**src/rtl/election_pkg.sv**
```systemverilog
// election_pkg: FSM state encoding and count-width helper for election_ctrl.
package election_pkg;
  typedef enum logic [1:0] {
    S_IDLE  = 2'd0,
    S_OPEN  = 2'd1,
    S_TALLY = 2'd2,
    S_DONE  = 2'd3
  } state_t;
  function automatic int cw(input int n);
    return $clog2(n + 1);
  endfunction
endpackage

```
**src/rtl/vote_tally.sv**
```systemverilog
// vote_tally: combinational popcount of accepted yes ballots and of cast ballots, plus strict-majority compare.
module vote_tally #(
  parameter int N_VOTERS = 7,
  parameter int CW = 3
) (
  input  logic [N_VOTERS-1:0] i_ballot,
  input  logic [N_VOTERS-1:0] i_voted,
  output logic [CW-1:0]       o_yes,
  output logic [CW-1:0]       o_cast,
  output logic                o_majority
);
  always_comb begin
    o_yes = '0;
    o_cast = '0;
    for (int i = 0; i < N_VOTERS; i++) begin
      o_yes = o_yes + CW'(i_ballot[i] & i_voted[i]);
      o_cast = o_cast + CW'(i_voted[i]);
    end
    o_majority = int'(o_yes) > N_VOTERS / 2;
  end
endmodule

```
**src/rtl/election_ctrl.sv**
```systemverilog
// election_ctrl: timed single-ballot voting session with strict-majority result.
// Define ELECTION_QUORUM_EN to force result=0 and raise no_quorum when fewer than QUORUM ballots are cast.
module election_ctrl
  import election_pkg::*;
#(
  parameter int N_VOTERS = 7,
  parameter int WINDOW = 16,
  parameter int QUORUM = 4,
  localparam int CW = cw(N_VOTERS),
  localparam int TW = $clog2(WINDOW + 1)
) (
  input  logic                clk,
  input  logic                rst,
  input  logic                start,
  input  logic [N_VOTERS-1:0] vote_valid,
  input  logic [N_VOTERS-1:0] vote_yes,
  output logic [N_VOTERS-1:0] voted,
  output logic                busy,
  output logic                result_valid,
  output logic                result,
  output logic [CW-1:0]       yes_count,
  output logic [CW-1:0]       cast_count,
  output logic                no_quorum
);
  state_t              r_state;
  logic [N_VOTERS-1:0] r_voted, r_ballot;
  logic [TW-1:0]       r_timer;
  logic                r_busy, r_valid, r_result, r_nq;
  logic [CW-1:0]       r_yes, r_cast;
  logic [N_VOTERS-1:0] w_acc, w_voted_nxt;
  logic [CW-1:0]       w_yes, w_cast;
  logic                w_maj;
  assign w_acc = vote_valid & ~r_voted;
  assign w_voted_nxt = r_voted | w_acc;
  vote_tally #(.N_VOTERS(N_VOTERS), .CW(CW)) u_tally (
    .i_ballot(r_ballot),
    .i_voted(r_voted),
    .o_yes(w_yes),
    .o_cast(w_cast),
    .o_majority(w_maj)
  );
  always_ff @(posedge clk) begin
    if (rst) begin
      r_state <= S_IDLE;
      r_voted <= '0;
      r_ballot <= '0;
      r_timer <= '0;
      r_busy <= 1'b0;
      r_valid <= 1'b0;
      r_result <= 1'b0;
      r_nq <= 1'b0;
      r_yes <= '0;
      r_cast <= '0;
    end else begin
      case (r_state)
        S_IDLE: if (start) begin
          r_voted <= '0;
          r_ballot <= '0;
          r_timer <= TW'(WINDOW - 1);
          r_busy <= 1'b1;
          r_result <= 1'b0;
          r_nq <= 1'b0;
          r_yes <= '0;
          r_cast <= '0;
          r_state <= S_OPEN;
        end
        S_OPEN: begin
          r_voted <= w_voted_nxt;
          r_ballot <= (r_ballot & ~w_acc) | (w_acc & vote_yes);
          if (r_timer == '0 || &w_voted_nxt) r_state <= S_TALLY;
          else r_timer <= r_timer - 1'b1;
        end
        S_TALLY: begin
          r_yes <= w_yes;
          r_cast <= w_cast;
`ifdef ELECTION_QUORUM_EN
          r_nq <= int'(w_cast) < QUORUM;
          r_result <= w_maj && !(int'(w_cast) < QUORUM);
`else
          r_result <= w_maj;
`endif
          r_valid <= 1'b1;
          r_state <= S_DONE;
        end
        S_DONE: begin
          r_valid <= 1'b0;
          r_busy <= 1'b0;
          r_state <= S_IDLE;
        end
        default: r_state <= S_IDLE;
      endcase
    end
  end
  assign voted = r_voted;
  assign busy = r_busy;
  assign result_valid = r_valid;
  assign result = r_result;
  assign yes_count = r_yes;
  assign cast_count = r_cast;
  assign no_quorum = r_nq;
endmodule

```
**config.mk**
```make
export PLATFORM = sky130hd
export DESIGN_NAME = election_ctrl
export DESIGN_NICKNAME = d
export VERILOG_FILES = /design/src/rtl/election_pkg.sv /design/src/rtl/vote_tally.sv /design/src/rtl/election_ctrl.sv
export SDC_FILE = /design/constraint.sdc
export NUM_CORES = 1
export LEC_CHECK = 0
export BUFFER_PORTS_ARGS = -buffer_cell sky130_fd_sc_hd__buf_2
export CAP_MARGIN = 10
export CORE_UTILIZATION = 45
export DETAILED_ROUTE_END_ITERATION = 8
export PLACE_DENSITY_LB_ADDON = 0.15
export SYNTH_ARGS = -nofsm -noshare
export SYNTH_HDL_FRONTEND = slang
export SYNTH_SLANG_ARGS = --single-unit
```
**constraint.sdc**
```tcl
create_clock -name clk -period 3.64 [get_ports clk]
set_input_delay 0.364 -clock clk [delete_from_list [all_inputs] [get_ports clk]]
set_output_delay 0.364 -clock clk [all_outputs]
set_load 0.005 [all_outputs]
```
* Word level (Yosys, flattened, before mapping)
Index checks and enable logic that the tools add are counted.
** Storage, ports and cells
- Bits in registers :: 30
- Output and inout bits :: 17
** Cells by class
- Multiplexer cells :: 17
- Add/sub/neg operators :: 13
- Reduce and logical (&&, ||, !) cells :: 13
- Equal/unequal tests :: 6
- Magnitude comparators :: 1
- Bitwise gates (word level) :: 14
** Operators by type and width (count)
- 7-bit case mux with 2 select lines :: 2
- 7-bit AND :: 3
- 3-bit adder :: 6
- 3-bit by 1-bit adder with 3-bit output :: 5
- 7-bit inverter :: 2
- 7-bit bitwise OR :: 2
- 3-bit case mux with 2 select lines :: 2
- 5-bit two-way mux :: 2
- 5-bit case mux with 2 select lines :: 1
- 2-bit case mux with 4 select lines :: 1
- 2-bit AND reduction :: 4
- 2-bit nonzero test :: 4
- 1-bit AND :: 7
- 7-bit two-way mux :: 1
- 7-bit AND reduction :: 1
- 2-bit inequality test (second input constant) :: 3
- 1-bit case mux with 2 select lines :: 3
- 5-bit zero test :: 1
- 5-bit by 1-bit subtractor with 5-bit output (second input constant) :: 1
- 2-bit equality test (second input constant) :: 2
- 2-bit two-way mux :: 2
- 3-bit by 2-bit > comparator with 1-bit output (second input constant) :: 1
- 3-bit two-way mux :: 1
- 3-bit AND reduction :: 1
- 5 further kinds :: 6

* Logic depth before layout (Yosys ltp)
- Word-level depth :: 9
- Mapped depth :: 10
- Depth with buffers taken out :: 10

* Hierarchy
Synthesis repeated with hierarchy kept, for this count alone.
** Unflattened totals
- Cell total of the unflattened synthesis :: 203
- Area, all modules :: 1741.7 um2
** By module, submodules not included
- election_ctrl :: seq. area each 600.6 um2, instances 1, cells an instance 173, area each 1486.4 um2
- vote_tally :: seq. area each 0.0 um2, instances 1, cells an instance 30, area each 255.2 um2

* Least setup slack after synthesis
Ideal clock, no wire load.
- Path kind :: register to register
- Start point :: reg r_voted[0] (netlist: voted[0])
- End point :: reg r_yes[1] (netlist: yes_count[1])
- Path slack :: 0.974 ns
- Required time :: 3.576 ns
- Buffers on the path :: 0
- Clock period less this slack :: 2.666 ns
- Stages on the path, launching flop included :: 11
- Arrival time :: 2.601 ns
- Cells stage by stage :: dfxtp_1 > nand2_1 > fa_1 > inv_1 > fa_1 > fa_1 > inv_1 > fa_1 > nor2_1 > a21oi_1 > nor2_1
** On the way
- Cells in the longest elaborated chain, start to end :: 8
** Ends and longest elaborated chain
- start, declared :: RTL line election_ctrl.sv:26 : logic [N_VOTERS-1:0] r_voted, r_ballot;
- start signal, assigned :: RTL line election_ctrl.sv:68 : r_voted <= w_voted_nxt;
- 1-bit AND :: RTL line vote_tally.sv:16 : o_yes = o_yes + CW'(i_ballot[i] & i_voted[i]);
- 3-bit adder (6 in series) :: RTL line vote_tally.sv:16
- 3-bit case mux with 2 select lines :: RTL line election_ctrl.sv:55 : case (r_state)
- end signal, assigned :: RTL line election_ctrl.sv:74 : r_yes <= w_yes;
- end, declared :: RTL line election_ctrl.sv:29 : logic [CW-1:0] r_yes, r_cast;
No other way between the ends.
A chain may end at the register's enable or synchronous reset.

* Final worst setup path
- Start point :: reg r_voted[1] (netlist: voted[1])
- End point :: reg r_cast[2] (netlist: cast_count[2])
** On the way
- Cells in the longest elaborated chain, start to end :: 7
** Ends and longest elaborated chain
- 1-bit by 1-bit adder with 2-bit output :: RTL line vote_tally.sv:17 : o_cast = o_cast + CW'(i_voted[i]);
- 3-bit by 1-bit adder with 3-bit output (5 in series) :: RTL line vote_tally.sv:17
- 3-bit case mux with 2 select lines :: RTL line election_ctrl.sv:55
- end signal, assigned :: RTL line election_ctrl.sv:75 : r_cast <= w_cast;
- end, declared :: RTL line election_ctrl.sv:29
No other way between the ends.

==> results.ini <==
[status]
status=finished clean

[worst_setup_path]
cp-start-kind=flop
crit_buf_inv=2
crit_path_end_kind=flop
cpLargestDelayFamily=adder cells
path_class=flop to flop
cp_cell_sequence=ha_1, inv_1, fa_1, fa_1, inv_1, ha_1, fa_1, xor2_1, a22oi_1, nor2_1
cp.required_ns=3.79
slowest_stage=fa_1
critical_path_arrival_ns=2.96
crit_top_cell=fa_1
slowest_delay_ns=0.50
crit_fanout=7

[layout]
diodes=0
nNetsFinal=261
drive_gt1_share_pct=19.7
area_delta_synth_final_pct=14.7

[timing]
period_share_pct=77.2
rsz0062_at_grt=false
timing.hold.ws_ns=0.336
fmax_ghz=0.356
worst_pin_slew_ns=0.607
setup_tns_ns=0
finalCriticalPeriod_ns=2.81
setup_ws_ns=0.828
finalSetupViolCount=0
final-hold-violation-count=0
skew_ns=0.00275
relSlewSlack_pct=59.5
report.final.slew_viol_count=0

[pwr]
swShare_pct=42.0
leakage_nw=0.838
pwr-share-clk_pct=20.1
p_total_mw=1.25
p_int_uw=724
vdd_drop_max_v=0.000331
power.density_mw_per_mm2=645
net-switching-power_uw=524
seq_power_share_pct=36.2
power_frac_comb_pct=43.7

[cts]
path_clk_slew_ns=0.06
cts_max_path_buffers=2
cts_hold_buf=0
root_buffer=clkbuf_8
clock_latency_ns=0.28
cts_buffers=5
htree_levels=2
cts_setup_buffers=0
ctsResizeCount=0
tritoncts=built
clock_sinks=30

[floorplan]
die_y_um=63.3
dieArea_sq_mm=0.00400
die_x_um=63.3
core_sq_mm=0.00347
rows=21
initial_core_util_pct=48.7
pin_count=34

[grt]
grt_pass1_vias=1480
grt_overflow_total=0
antenna_found_initial=0
grt_pass1_wl_um=6920
grt_max_degree=32
grt_usage_pct=22.4

[route]
drc=0
vias=1495
post_drt_wl_per_cell_um=14.4
drtIter0Drc=109
dr.pass1.iters=4
routed_wl_um=3950
drtAntennaViolNets=0
avgViaCountPerCell=5.46

[synth]
syn-num-nets=231
synth_top_flop_cell=dfxtp_1
synth_edf_count=0
synth_cell_types=36
avgSynthCellArea_sq_um=8.53
ys_ff_latch=30
yosys_warnings=0
synthCells=198
syn_area_sq_mm=0.00169
synth_async_sr_flop_share_pct=0
synth_seq_area_share_pct=35.6

[run]
drv_cap=0

[place]
portBuffers=32
dp_hpwl_um=2810
pre_cts_slack_ns=0.850
gp_congestion=0.905

[min_path]
hp-class=input pin to flop

==> power by group through the flow <==
stage                     clock network (mW)  logic, mW  registers, mW
after detailed placement                   0      0.540          0.456
after CTS                              0.254      0.545          0.450
after global placement                     0      0.525          0.451
final                                  0.251      0.546          0.452
after floorplan                            0      0.414          0.445
after global routing                   0.267      0.621          0.463
==> routing by layer <==
metal / GRT usage (%) / vias to the layer above / part of all wire [%] / routed length (um)
li1: - / 735 / - / -
met1: 29.5 / 710 / 46 / 1830
met2: 35.2 / 40 / 47 / 1840
met3: 5.43 / 10 / 5.1 / 203
met4: 9.09 / 0 / 1.9 / 74
met5: 0 / - / 0 / 0
==> placed cells by master (no fill, tap or decap), drive strengths merged <==
master   n
clkbuf   7
a22oi    4
o22ai    3
buf     33
mux2i    2
inv     17
and2     6
fa       7
nor4     1
a211oi   2
o21ai    9
dfxtp   30
a41o     1
a32oi    7
nor3    10
a21oi   22
nor2    26
o21a     3
conb     1
a31oi    2
nand2    8
ha       9
nand2b   4
a311oi   2
and4     1
and2b    1
a21bo    1
nand3    1
nor2b    7
xor2     1
==> worst paths after layout <==
path                             startpoint       endpoint  slack (ns)  cells after the start
worst min register to register   r_timer[4]     r_timer[4]        0.48                      2
worst min-delay path            vote_yes[0]    r_ballot[0]        0.34                      3
worst max-delay path               voted[1]  cast_count[2]        0.83                     10
worst max register to register     voted[1]  cast_count[2]        0.83                     10
==> tightest hold or removal path, cell delays in order <==
cell and delay (ns):
buf_2 0.07, a32oi_1 0.07, nor2_1 0.07
==> through the flow <==
step	instances	utilization [%]	instance area [sq um]
CTS	274	55.8	1940
floorplan	198	-	1690
detailed placement	267	53.6	1860
finish	274	55.8	1940
global route	274	55.8	1940
global placement	267	53.6	1860
==> synthesized netlist by cell type (3+ instances only) <==
library cell / count / area [sq um]
buf_4: 3 / 22.5
o21a_1: 3 / 22.5
o21ai_0: 8 / 40.0
and2_1: 5 / 31.3
nor2b_1: 7 / 43.8
nor3_1: 10 / 50.1
a22oi_1: 4 / 30.0
a21oi_1: 20 / 100
inv_1: 17 / 63.8
buf_2: 4 / 20.0
dfxtp_1: 30 / 601
nand2_1: 8 / 30.0
o22ai_1: 3 / 18.8
ha_1: 9 / 113
fa_1: 7 / 140
nand2b_1: 4 / 25.0
a32oi_1: 7 / 61.3
nor2_1: 24 / 90.1
==> layout make-up <==
class	instances	area, sq um
Multi-Input combinational cell	141	971
Timing Repair Buffer	33	168
Inverter	17	63.8
Sequential cell	30	601
Tap cell	46	57.6
Clock buffer	7	76.3
Fill cell	351	1530
==> sequential cells by signal, summed over array words and instances (netlist names) <==
register,flops
result,1
cast_count,3
r_ballot,7
busy,1
result_valid,1
voted,7
yes_count,3
r_timer,5
r_state,2
==> cells by family after synthesis <==
group                    Yosys count  share of synthesized area, %
AND/OR/NAND/NOR                   65                          19.3
AO/OA/AOI/OAI                     56                          21.3
flip-flops                        30                          35.6
buffers and inverters             27                          6.96
adder cells (fa/ha/maj)           16                          15.0
multiplexers                       2                          1.19
other                              1                         0.222
XOR/XNOR                           1                         0.519
Note: power is estimated with default switching activity, not from simulation.
